### config.mk
export PLATFORM = sky130hd
export DESIGN_NAME = exa_crosb_vc_link_scheduler
export DESIGN_NICKNAME = d
export VERILOG_FILES = /design/src/rtl/exanet_crosb_pkg.sv /design/src/rtl/exa_crosb_rr_arbiter.sv /design/src/rtl/exa_crosb_vc_link_scheduler.sv
export SDC_FILE = /design/constraint.sdc
export NUM_CORES = 1
export LEC_CHECK = 0
export CORE_AREA = 5 5 124 126
export DETAILED_ROUTE_END_ITERATION = 8
export DIE_AREA = 0 0 129 131
export PLACE_DENSITY_LB_ADDON = 0.3
export SYNTH_ARGS = -nofsm -noshare
export SYNTH_HDL_FRONTEND = slang
export SYNTH_SLANG_ARGS = --single-unit
### constraint.sdc
create_clock -name ACLK -period 11.3 [get_ports ACLK]
set_input_delay 1.695 -clock ACLK [delete_from_list [all_inputs] [get_ports ACLK]]
set_output_delay 1.695 -clock ACLK [all_outputs]
set_load 0.03 [all_outputs]
### src/rtl/exanet_crosb_pkg.sv
// Shared types and helpers for the ExaNet crossbar egress path.
//   sched_state_t : link scheduler FSM state (IDLE waits for an eligible VC,
//                   XFER owns the link until the footer handshake).
//   credit_next   : next packet-credit count from one return and one grant,
//                   clamped to [0, max].
package exanet_crosb_pkg;

  typedef enum logic {
    IDLE = 1'b0,
    XFER = 1'b1
  } sched_state_t;

  // A return and a grant in the same cycle cancel out. A lone return at the
  // ceiling is clamped; the caller flags that case as a credit error.
  function automatic int credit_next(input int cur, input logic ret,
                                     input logic dec, input int max);
    if (ret && !dec) return (cur >= max) ? max : cur + 1;
    if (dec && !ret) return (cur > 0) ? cur - 1 : 0;
    return cur;
  endfunction

endpackage

### src/rtl/exa_crosb_rr_arbiter.sv
// N-input round-robin arbiter with an explicit pointer update.
//   clk, rst_n : clock, asynchronous active-low reset (pointer -> 0)
//   req        : request vector
//   upd_en     : move the pointer to just past upd_idx on this edge
//   upd_idx    : index of the requester that completed its transfer
//   gnt_any    : at least one request is set (combinational)
//   gnt_idx    : first requester at or after the pointer (combinational)
// The pointer only moves when the owner of a grant finishes, so a grant that
// is offered but not consumed does not disturb fairness.
module exa_crosb_rr_arbiter #(
  parameter  int N  = 3,
  localparam int IW = (N > 1) ? $clog2(N) : 1
) (
  input  logic          clk,
  input  logic          rst_n,
  input  logic [N-1:0]  req,
  input  logic          upd_en,
  input  logic [IW-1:0] upd_idx,
  output logic          gnt_any,
  output logic [IW-1:0] gnt_idx
);

  logic [IW-1:0] ptr;
  int            idx;

  // Scan from the farthest offset down so the nearest requester at or after
  // the pointer is the last one written and therefore wins.
  always_comb begin
    gnt_any = 1'b0;
    gnt_idx = '0;
    idx     = 0;
    for (int i = N - 1; i >= 0; i--) begin
      idx = (int'(ptr) + i) % N;
      if (req[idx]) begin
        gnt_any = 1'b1;
        gnt_idx = IW'(idx);
      end
    end
  end

  always_ff @(posedge clk or negedge rst_n) begin
    if (!rst_n) begin
      ptr <= '0;
    end else if (upd_en) begin
      ptr <= (upd_idx == IW'(N - 1)) ? '0 : upd_idx + IW'(1);
    end
  end

endmodule

### src/rtl/exa_crosb_vc_link_scheduler.sv
// Per-output-port link scheduler: picks which (prio,vc) queue sends its next
// packet, holds the link for the whole packet and tracks per-VC packet credits
// for the downstream receiver.
//   ACLK, ARESETN           : clock, asynchronous active-low reset
//   i_enable                : 0 blocks new grants (packet in flight continues)
//   i_vc_has_packet         : a complete packet waits at the head of VC n
//   o_grant_valid/_vc       : link owner; upstream muxes that VC onto i_*
//   i_data, i_*_valid       : muxed upstream stream -> o_data, o_*_valid
//   i_*_ready               : link readies -> o_*_ready upstream
//   i_credit_ret_valid/_vc  : downstream freed one packet slot of a VC
//   o_credits               : VC n count at [n*CNT_W +: CNT_W]
//   o_credit_err            : sticky overflow / out-of-range return flag
//   o_dbg_state             : FSM state
// Handshake: a beat of kind X transfers on a cycle where X valid and X ready
// are both high; valid is held with stable data until it transfers. The
// scheduler only forwards these signals while it owns the link (XFER) and
// drives them all to 0 otherwise.
module exa_crosb_vc_link_scheduler
  import exanet_crosb_pkg::*;
#(
  parameter  int prio_num   = 2,
  parameter  int vc_num     = 3,
  parameter  int CREDIT_MAX = 40,
  parameter  int DATA_WIDTH = 128,
  localparam int NUM_VC     = prio_num * vc_num,
  localparam int logVcPrio  = $clog2(NUM_VC),
  localparam int CNT_W      = $clog2(CREDIT_MAX + 1),
  localparam int LW         = (vc_num > 1) ? $clog2(vc_num) : 1
) (
  input  logic                    ACLK,
  input  logic                    ARESETN,
  input  logic                    i_enable,
  input  logic [NUM_VC-1:0]       i_vc_has_packet,
  output logic                    o_grant_valid,
  output logic [logVcPrio-1:0]    o_grant_vc,
  input  logic [DATA_WIDTH-1:0]   i_data,
  input  logic                    i_header_valid,
  input  logic                    i_payload_valid,
  input  logic                    i_footer_valid,
  output logic                    o_header_ready,
  output logic                    o_payload_ready,
  output logic                    o_footer_ready,
  output logic [DATA_WIDTH-1:0]   o_data,
  output logic                    o_header_valid,
  output logic                    o_payload_valid,
  output logic                    o_footer_valid,
  input  logic                    i_header_ready,
  input  logic                    i_payload_ready,
  input  logic                    i_footer_ready,
  input  logic                    i_credit_ret_valid,
  input  logic [logVcPrio-1:0]    i_credit_ret_vc,
  output logic [NUM_VC*CNT_W-1:0] o_credits,
  output logic                    o_credit_err,
  output sched_state_t            o_dbg_state
);

  sched_state_t          state;
  logic [CNT_W-1:0]      credit   [NUM_VC];
  logic [CNT_W-1:0]      credit_d [NUM_VC];
  logic [NUM_VC-1:0]     eligible;
  logic [NUM_VC-1:0]     ret_hit;
  logic [NUM_VC-1:0]     dec_hit;
  logic [NUM_VC-1:0]     ovf;
  logic                  ret_bad;
  logic [prio_num-1:0]   cls_any;
  logic [LW-1:0]         cls_idx [prio_num];
  logic [prio_num-1:0]   cls_upd;
  logic                  pick_any;
  logic [logVcPrio-1:0]  pick_vc;
  logic                  grant_now;
  logic                  in_xfer;
  logic                  footer_hs;
  int                    owner_prio;
  logic [LW-1:0]         owner_local;

  assign in_xfer   = (state == XFER);
  assign footer_hs = in_xfer & i_footer_valid & i_footer_ready;
  assign grant_now = (state == IDLE) & pick_any;

  always_comb begin
    for (int n = 0; n < NUM_VC; n++) begin
      eligible[n] = i_vc_has_packet[n] & (credit[n] != '0) & i_enable;
    end
  end

  // Only the class that owns the link advances its pointer, and only once
  // the owning VC's footer has been accepted.
  always_comb begin
    owner_prio  = int'(o_grant_vc) / vc_num;
    owner_local = LW'(int'(o_grant_vc) % vc_num);
    for (int p = 0; p < prio_num; p++) begin
      cls_upd[p] = footer_hs && (owner_prio == p);
    end
  end

  for (genvar p = 0; p < prio_num; p++) begin : g_cls
    exa_crosb_rr_arbiter #(.N(vc_num)) u_rr (
      .clk     (ACLK),
      .rst_n   (ARESETN),
      .req     (eligible[p*vc_num +: vc_num]),
      .upd_en  (cls_upd[p]),
      .upd_idx (owner_local),
      .gnt_any (cls_any[p]),
      .gnt_idx (cls_idx[p])
    );
  end

  // Strict priority: scanning upwards lets the highest active class win.
  always_comb begin
    pick_any = 1'b0;
    pick_vc  = '0;
    for (int p = 0; p < prio_num; p++) begin
      if (cls_any[p]) begin
        pick_any = 1'b1;
        pick_vc  = logVcPrio'(p * vc_num + int'(cls_idx[p]));
      end
    end
  end

  always_comb begin
    ret_bad = i_credit_ret_valid && (int'(i_credit_ret_vc) >= NUM_VC);
    for (int n = 0; n < NUM_VC; n++) begin
      ret_hit[n]  = i_credit_ret_valid && (i_credit_ret_vc == logVcPrio'(n));
      dec_hit[n]  = grant_now && (pick_vc == logVcPrio'(n));
      ovf[n]      = ret_hit[n] & ~dec_hit[n] & (credit[n] >= CNT_W'(CREDIT_MAX));
      credit_d[n] = CNT_W'(credit_next(int'(credit[n]), ret_hit[n], dec_hit[n],
                                       CREDIT_MAX));
    end
  end

  always_ff @(posedge ACLK or negedge ARESETN) begin
    if (!ARESETN) begin
      state         <= IDLE;
      o_grant_valid <= 1'b0;
      o_grant_vc    <= '0;
      o_credit_err  <= 1'b0;
      for (int n = 0; n < NUM_VC; n++) credit[n] <= CNT_W'(CREDIT_MAX);
    end else begin
      for (int n = 0; n < NUM_VC; n++) credit[n] <= credit_d[n];
      if (ret_bad || (ovf != '0)) o_credit_err <= 1'b1;
      case (state)
        IDLE: begin
          if (pick_any) begin
            o_grant_valid <= 1'b1;
            o_grant_vc    <= pick_vc;
            state         <= XFER;
          end
        end
        XFER: begin
          if (footer_hs) begin
            o_grant_valid <= 1'b0;
            state         <= IDLE;
          end
        end
        default: state <= IDLE;
      endcase
    end
  end

  // Link path is a plain wire-through while the link is owned.
  assign o_data          = in_xfer ? i_data : '0;
  assign o_header_valid  = in_xfer & i_header_valid;
  assign o_payload_valid = in_xfer & i_payload_valid;
  assign o_footer_valid  = in_xfer & i_footer_valid;
  assign o_header_ready  = in_xfer & i_header_ready;
  assign o_payload_ready = in_xfer & i_payload_ready;
  assign o_footer_ready  = in_xfer & i_footer_ready;
  assign o_dbg_state     = state;

  always_comb begin
    for (int n = 0; n < NUM_VC; n++) o_credits[n*CNT_W +: CNT_W] = credit[n];
  end

endmodule

# Yosys cells after proc, flatten, opt, wreduce, memory -nomap -nowiden
# Cells that the tools add are included.
[totals] ff_bits=46
[classes] n_addsub=18 div_mod_pow=8 order_cmp=25 eq_ne=14 muxes=96 bitwise=39 n_reduce_logical=58
[ops] cell="6-bit 2-to-1 mux" n=36
[ops] cell="32-bit by 4-bit less-than comparator with 1-bit output, second input constant" n=6
[ops] cell="32-bit by 3-bit remainder unit with 32-bit output, second input constant" n=4
[ops] cell="128-bit 2-to-1 mux" n=1
[ops] cell="6-bit >= comparator, second input constant" n=12
[ops] cell="3-bit by 3-bit remainder unit with 32-bit output, second input constant" n=2
[ops] cell="1-bit 2-to-1 mux" n=42
[ops] cell="6-bit nonzero test" n=7
[ops] cell="6-bit by 1-bit adder with 6-bit output, second input constant" n=6
[ops] cell="6-bit by 1-bit > comparator with 1-bit output, second input constant" n=6
[ops] cell="6-bit by 1-bit subtractor with 6-bit output, second input constant" n=6
[ops] cell="1-bit bitwise AND" n=32
[ops] cell="4-bit by 3-bit divider with 32-bit output, second input constant" n=1
[ops] cell="32-bit by 2-bit equality test with 1-bit output, second input constant" n=1
[ops] cell="32-bit zero test" n=1
[ops] cell="4-bit by 3-bit remainder unit with 32-bit output, second input constant" n=1
[ops] cell="1-bit logical AND" n=27
[ops] cell="2-bit 2-to-1 mux" n=8
[ops] cell="1-bit binary-select mux with 2-bit select" n=6
[ops] cell="3-bit by 2-bit equality test with 1-bit output, second input constant" n=4
[ops] cell="3-bit equality test, second input constant" n=4
[ops] cell="1-bit zero test" n=12
[ops] cell="2-bit nonzero test" n=6
[ops] cell="1-bit NOT" n=7
[ops] cell="other kinds (14)" n=20

# Logic depth before layout (Yosys ltp)
[logic_depth] word_depth=19 ltp_mapped=20 ltp_nobuf=19

# Cells and area by module
# Synthesis repeated with hierarchy kept, for this count alone.
[hier_totals] hier_cells=672 area_unflattened_um2=5101.1
[by_module_without_submodules] module="exa_crosb_vc_link_scheduler" instances=1 cells_each=604 area_each_um2=4568.1 seq_area_each_um2=1066.0
[by_module_without_submodules] module="exa_crosb_rr_arbiter" instances=2 cells_each=34 area_each_um2=266.5 seq_area_each_um2=50.0

# Worst setup path after synthesis
# Ideal clock, no wire load.
[synth_path] path_type="input port to flip-flop" start="in i_enable" end="reg credit, in the netlist o_credits[14]" setup_time_ps=95 t_arrival_ps=4747 t_required_ps=11205 setup_slack_ps=6458 path_stages=15 path_buffers=2 path_cell_list="clkbuf_1 > nand3_1 > maj3_1 > o221ai_1 > ha_1 > mux2_4 > or3b_1 > ha_1 > inv_1 > nand2_1 > or2_2 > clkbuf_1 > inv_1 > a32oi_1 > o31ai_1"
[synth_between] elab_chain_len=17 elab_cells_between_ends=55 classes_between="add/sub: 1; eq/ne: 1; mux: 41; bitwise: 7; reduce/logical: 5"
[synth_rtl] item="from (decl)" line="exa_crosb_vc_link_scheduler.sv:32" text="input logic i_enable,"
[synth_rtl] item="1-bit bitwise AND" line="exa_crosb_vc_link_scheduler.sv:82" text="eligible[n] = i_vc_has_packet[n] & (credit[n] != '0) & i_enable;"
[synth_rtl] item="1-bit binary-select mux with 2-bit select" line="exa_crosb_rr_arbiter.sv:34" text="if (req[idx]) begin"
[synth_rtl] item="1-bit 2-to-1 mux (implied by the code) (2 in a row)" line="exa_crosb_rr_arbiter.sv:34"
[synth_rtl] item="2-bit 2-to-1 mux / 1-bit 2-to-1 mux (equally long branches) (3 in a row)" line="exa_crosb_rr_arbiter.sv:34"
[synth_rtl] item="2-bit by 2-bit adder with 3-bit output (tied with other cells)" line="exa_crosb_vc_link_scheduler.sv:115" text="pick_vc = logVcPrio'(p * vc_num + int'(cls_idx[p]));"
[synth_rtl] item="3-bit 2-to-1 mux / 1-bit 2-to-1 mux (equally long branches)" line="exa_crosb_vc_link_scheduler.sv:113" text="if (cls_any[p]) begin"
[synth_rtl] item="3-bit by 2-bit equality test with 1-bit output / 1-bit bitwise AND (equally long branches)" line="exa_crosb_vc_link_scheduler.sv:124, exa_crosb_vc_link_scheduler.sv:78"
[synth_rtl] item="1-bit logical AND (*)" line="exa_crosb_vc_link_scheduler.sv:124" text="dec_hit[n] = grant_now && (pick_vc == logVcPrio'(n));"
[synth_rtl] item="1-bit zero test" line="exanet_crosb_pkg.sv:17" text="if (ret && !dec) return (cur >= max) ? max : cur + 1;"
[synth_rtl] item="1-bit logical AND" line="exanet_crosb_pkg.sv:17"
[synth_rtl] item="6-bit 2-to-1 mux" line="exanet_crosb_pkg.sv:17"
[synth_rtl] item="6-bit 2-to-1 mux" line="exanet_crosb_pkg.sv:18" text="if (dec && !ret) return (cur > 0) ? cur - 1 : 0;"
[synth_rtl] item="6-bit 2-to-1 mux" line="exanet_crosb_pkg.sv:19" text="return cur;"
[synth_rtl] item="6-bit 2-to-1 mux" line="exanet_crosb_pkg.sv:18"
[synth_rtl] item="to (decl)" line="exa_crosb_vc_link_scheduler.sv:58" text="logic [CNT_W-1:0] credit [NUM_VC];"
# Mark *: on every way between the ends. The rest lies on a longest branch, timed or not. The select of a mux whose other input is x is not followed.
# A chain may end at the register's enable or synchronous reset.

# Worst setup path in the final report
[layout_path] start="in i_enable" end="reg credit, in the netlist o_credits[11]"
[layout_between] elab_chain_len=17 elab_cells_between_ends=55 classes_between="add/sub: 1; eq/ne: 1; mux: 41; bitwise: 7; reduce/logical: 5"
[layout_rtl] item="1-bit bitwise AND" line="exa_crosb_vc_link_scheduler.sv:82"
[layout_rtl] item="1-bit binary-select mux with 2-bit select" line="exa_crosb_rr_arbiter.sv:34"
[layout_rtl] item="1-bit 2-to-1 mux (implied by the code) (2 in a row)" line="exa_crosb_rr_arbiter.sv:34"
[layout_rtl] item="2-bit 2-to-1 mux / 1-bit 2-to-1 mux (equally long branches) (3 in a row)" line="exa_crosb_rr_arbiter.sv:34"
[layout_rtl] item="2-bit by 2-bit adder with 3-bit output (tied with other cells)" line="exa_crosb_vc_link_scheduler.sv:115"
[layout_rtl] item="3-bit 2-to-1 mux / 1-bit 2-to-1 mux (equally long branches)" line="exa_crosb_vc_link_scheduler.sv:113"
[layout_rtl] item="3-bit by 1-bit equality test with 1-bit output / 1-bit bitwise AND (equally long branches)" line="exa_crosb_vc_link_scheduler.sv:124, exa_crosb_vc_link_scheduler.sv:78"
[layout_rtl] item="1-bit logical AND (*)" line="exa_crosb_vc_link_scheduler.sv:124"
[layout_rtl] item="1-bit zero test" line="exanet_crosb_pkg.sv:17"
[layout_rtl] item="1-bit logical AND" line="exanet_crosb_pkg.sv:17"
[layout_rtl] item="6-bit 2-to-1 mux" line="exanet_crosb_pkg.sv:17"
[layout_rtl] item="6-bit 2-to-1 mux" line="exanet_crosb_pkg.sv:18"
[layout_rtl] item="6-bit 2-to-1 mux" line="exanet_crosb_pkg.sv:19"
[layout_rtl] item="6-bit 2-to-1 mux" line="exanet_crosb_pkg.sv:18"
# Marks and branches as above.

==> results.sh <==
export IMPL_instances_no_fill=1130
export IMPL_power_frac_comb=0.742
export IMPL_endpoint_kind="register"
export IMPL_grt_pass1_wl_um=32800
export IMPL_ys_seq_area_frac=0.2383
export IMPL_min_path_type="register to register"
export IMPL_dr_pass1_iters=7
export IMPL_vias_per_cell=5.207
export IMPL_power_density_nw_per_um2=201.3
export IMPL_clkPwrFrac=0.087
export IMPL_seqPwrFrac=0.171
export IMPL_fin_skew_ns=0.006112
export IMPL_switching_share=0.5286
export IMPL_cts_max_path_buffers=2
export IMPL_synth_common_cells="137 x and2_1, 48 x inv_1, 46 x nor2_1"
export IMPL_grt_use_total=0.2551
export IMPL_synth_most_common_cell="and2_1"
export IMPL_synth_edff_count=0
export IMPL_cts_setup_buffers=0
export IMPL_drive_gt1_frac=0.03911
export IMPL_drtIter0Drc=516
export IMPL_fp_row_count=44
export IMPL_fmax_mhz=183.4
export IMPL_start_util=0.3445
export IMPL_grt_max_degree=98
export IMPL_critical_path_required_ns=11.53
export IMPL_gp_congestion=0.9337
export IMPL_synth_top_cell_area_share=0.1751
export IMPL_post_route_min_period_ns=5.454
export IMPL_pre_cts_ws_ns=5.570
export IMPL_die_area_um2=16900
export IMPL_syn_nets=837
export IMPL_worstPathArrival_ns=5.68
export IMPL_insertion_delay_ns=0.29
export IMPL_hpwl_um=18760
export IMPL_vias=5884
export IMPL_io_pin_count=323
export IMPL_path_clk_slew_ns=0.07
export IMPL_p_int_uw=787.2
export IMPL_syn_avg_cell_area_um2=7.414
export IMPL_crit_fanout=9
export IMPL_dieHeight_um=131
export IMPL_slew_viol_final=0
export IMPL_core_area_um2=14200
export IMPL_ys_types=66
export IMPL_numCtsBuffers=5
export IMPL_cts_tree="yes"
export IMPL_worstMarginPinSlew_ns=0.9767
export IMPL_ctsResizeCount=0
export IMPL_finalWirelength_um=23080
export IMPL_irDropWorstVdd_mv=0.1397
export IMPL_syn_area_um2=4893
export IMPL_grt_pass1_vias=5449
export IMPL_clock_sinks=46
export IMPL_p_sw_uw=882.6
export IMPL_htreeDepth=2
export IMPL_total_leakage_power_nw=3.249
export IMPL_n_antenna_cell=0
export IMPL_die_w_um=129
export IMPL_hold_violations=0
export IMPL_port_buffers=322
export IMPL_yosysTopAreaCell="and2_1"
export IMPL_rsz0062_at_grt="no"
export IMPL_dp_cells=1123
export IMPL_clockRootBuffer="clkbuf_16"
export IMPL_min_period_over_period=0.4826
export IMPL_yosys_most_used_dff="dfrtp_1"
export IMPL_relSlewSlack=0.3406
export IMPL_wl_per_cell_um=20.42
export IMPL_fin_ws_ns=5.846
export IMPL_area_growth_pct=69.55
export IMPL_syn_inst=660
export IMPL_antenna_left=0
export IMPL_antenna_found_initial=0
export IMPL_critPathKind="primary input to register"
export IMPL_ys_seq_elements=46
export IMPL_hold_slack_ns=0.5246
export IMPL_status="finished clean"
export IMPL_setup_tns_ns=0
export IMPL_fillers=1311
export IMPL_async_flop_share=1.000
export IMPL_nets=1123
export IMPL_synthTopCellsByArea="and2_1 18%, dfrtp_1 17%, ha_1 7.7%"
export IMPL_ctsHoldBuffers=0
export IMPL_grt_overflow=0
export IMPL_critPathLaunchType="primary input"
export IMPL_drv_cap=0
export IMPL_setup_violations=0
export IMPL_drc_errors=0
export IMPL_synth_warnings=0
[per-layer routing]
metal,global-route usage,routed length [µm]
met1,0.3506,9728
met2,0.3195,8872
met3,0.1931,4215
met4,0.03521,263
met5,0,0
[metrics by stage]
stage,utilization,total power [mW],cell area (µm²)
floorplan,-,1.011,4893
detailed placement,0.5746,1.511,8162
global route,0.5841,1.772,8297
CTS,0.5841,1.666,8297
global placement,0.5746,1.513,8162
finish,0.5841,1.670,8297
[worst paths after layout]
path	startpoint	to	slack (ns)	cells after the start
max in group asynchronous	ARESETN	o_dbg_state	9.33	2
min in group asynchronous	ARESETN	o_credits[18]	1.51	2
setup reg to reg	o_credits[24]	o_credits[11]	6.71	16
hold reg to reg	o_grant_valid	o_grant_valid	0.52	1
hold / removal	o_grant_valid	o_grant_valid	0.52	1
setup / recovery	i_enable	o_credits[11]	5.85	14
[final cells by class]
type	count	area, µm²	share of cell area
clock buffer	5	125.1	0.01508
clock inverter	2	10.01	0.001206
inverter	48	180.2	0.02172
multi-input combinational	521	3351	0.4039
sequential	46	1167	0.1407
tap	184	230.2	0.02775
timing repair buffer	324	3233	0.3897
[critical path: stages]
cell	delay [ns]
clkdlybuf4s50_1	0.74
nand3_1	0.28
maj3_1	0.42
o221ai_1	0.18
ha_1	0.19
and4_1	0.20
a31oi_2	0.07
or3b_1	0.41
ha_1	0.23
nor3b_1	0.77
nand2_1	0.14
nor4_1	0.19
o21ai_0	0.10
nand2_1	0.07
[power groups by stage]
| stage | combinational [mW] | clock (mW) | sequential, mW |
|---|---|---|---|
| floorplan | 0.701 | 0 | 0.310 |
| global placement | 1.22 | 0 | 0.289 |
| detailed placement | 1.22 | 0 | 0.287 |
| CTS | 1.23 | 0.146 | 0.285 |
| global route | 1.32 | 0.153 | 0.298 |
| finish | 1.24 | 0.145 | 0.285 |
[flip-flops by register name, summed over array words and instances (netlist names)]
register,count
o_credits,36
g_cls.u_rr.ptr,4
o_grant_vc,3
o_credit_err,1
o_dbg_state,1
o_grant_valid,1
[cell families after synthesis]
family / synth area share
AO/OA/AOI/OAI: 0.2240
XOR/XNOR: 0.003580
adder cells (fa/ha/maj): 0.08080
buffers and inverters: 0.07696
flip-flops: 0.2383
multiplexers: 0.009204
AND/OR/NAND/NOR: 0.3672
[cell usage in the layout (no fill, tap or decap), types with 4 or more instances in the layout]
master,n
o22ai_1,5
clkdlybuf4s50_1,321
dfrtp_1,33
o21ai_0,44
dfstp_2,12
nand4_1,8
a31oi_1,4
a22oi_1,6
clkbuf_16,5
and2_1,137
nor3_1,21
nor2_1,46
a221oi_1,8
inv_1,48
or3b_4,4
ha_1,30
nand3_1,20
o31ai_1,9
nor3b_1,5
a211oi_1,8
or3_1,4
nand2_1,41
nor2b_1,8
nand4b_1,4
a21oi_1,37
o311ai_0,9
o221ai_1,4
o311a_1,4
Note: power is estimated with default switching activity, not from simulation.
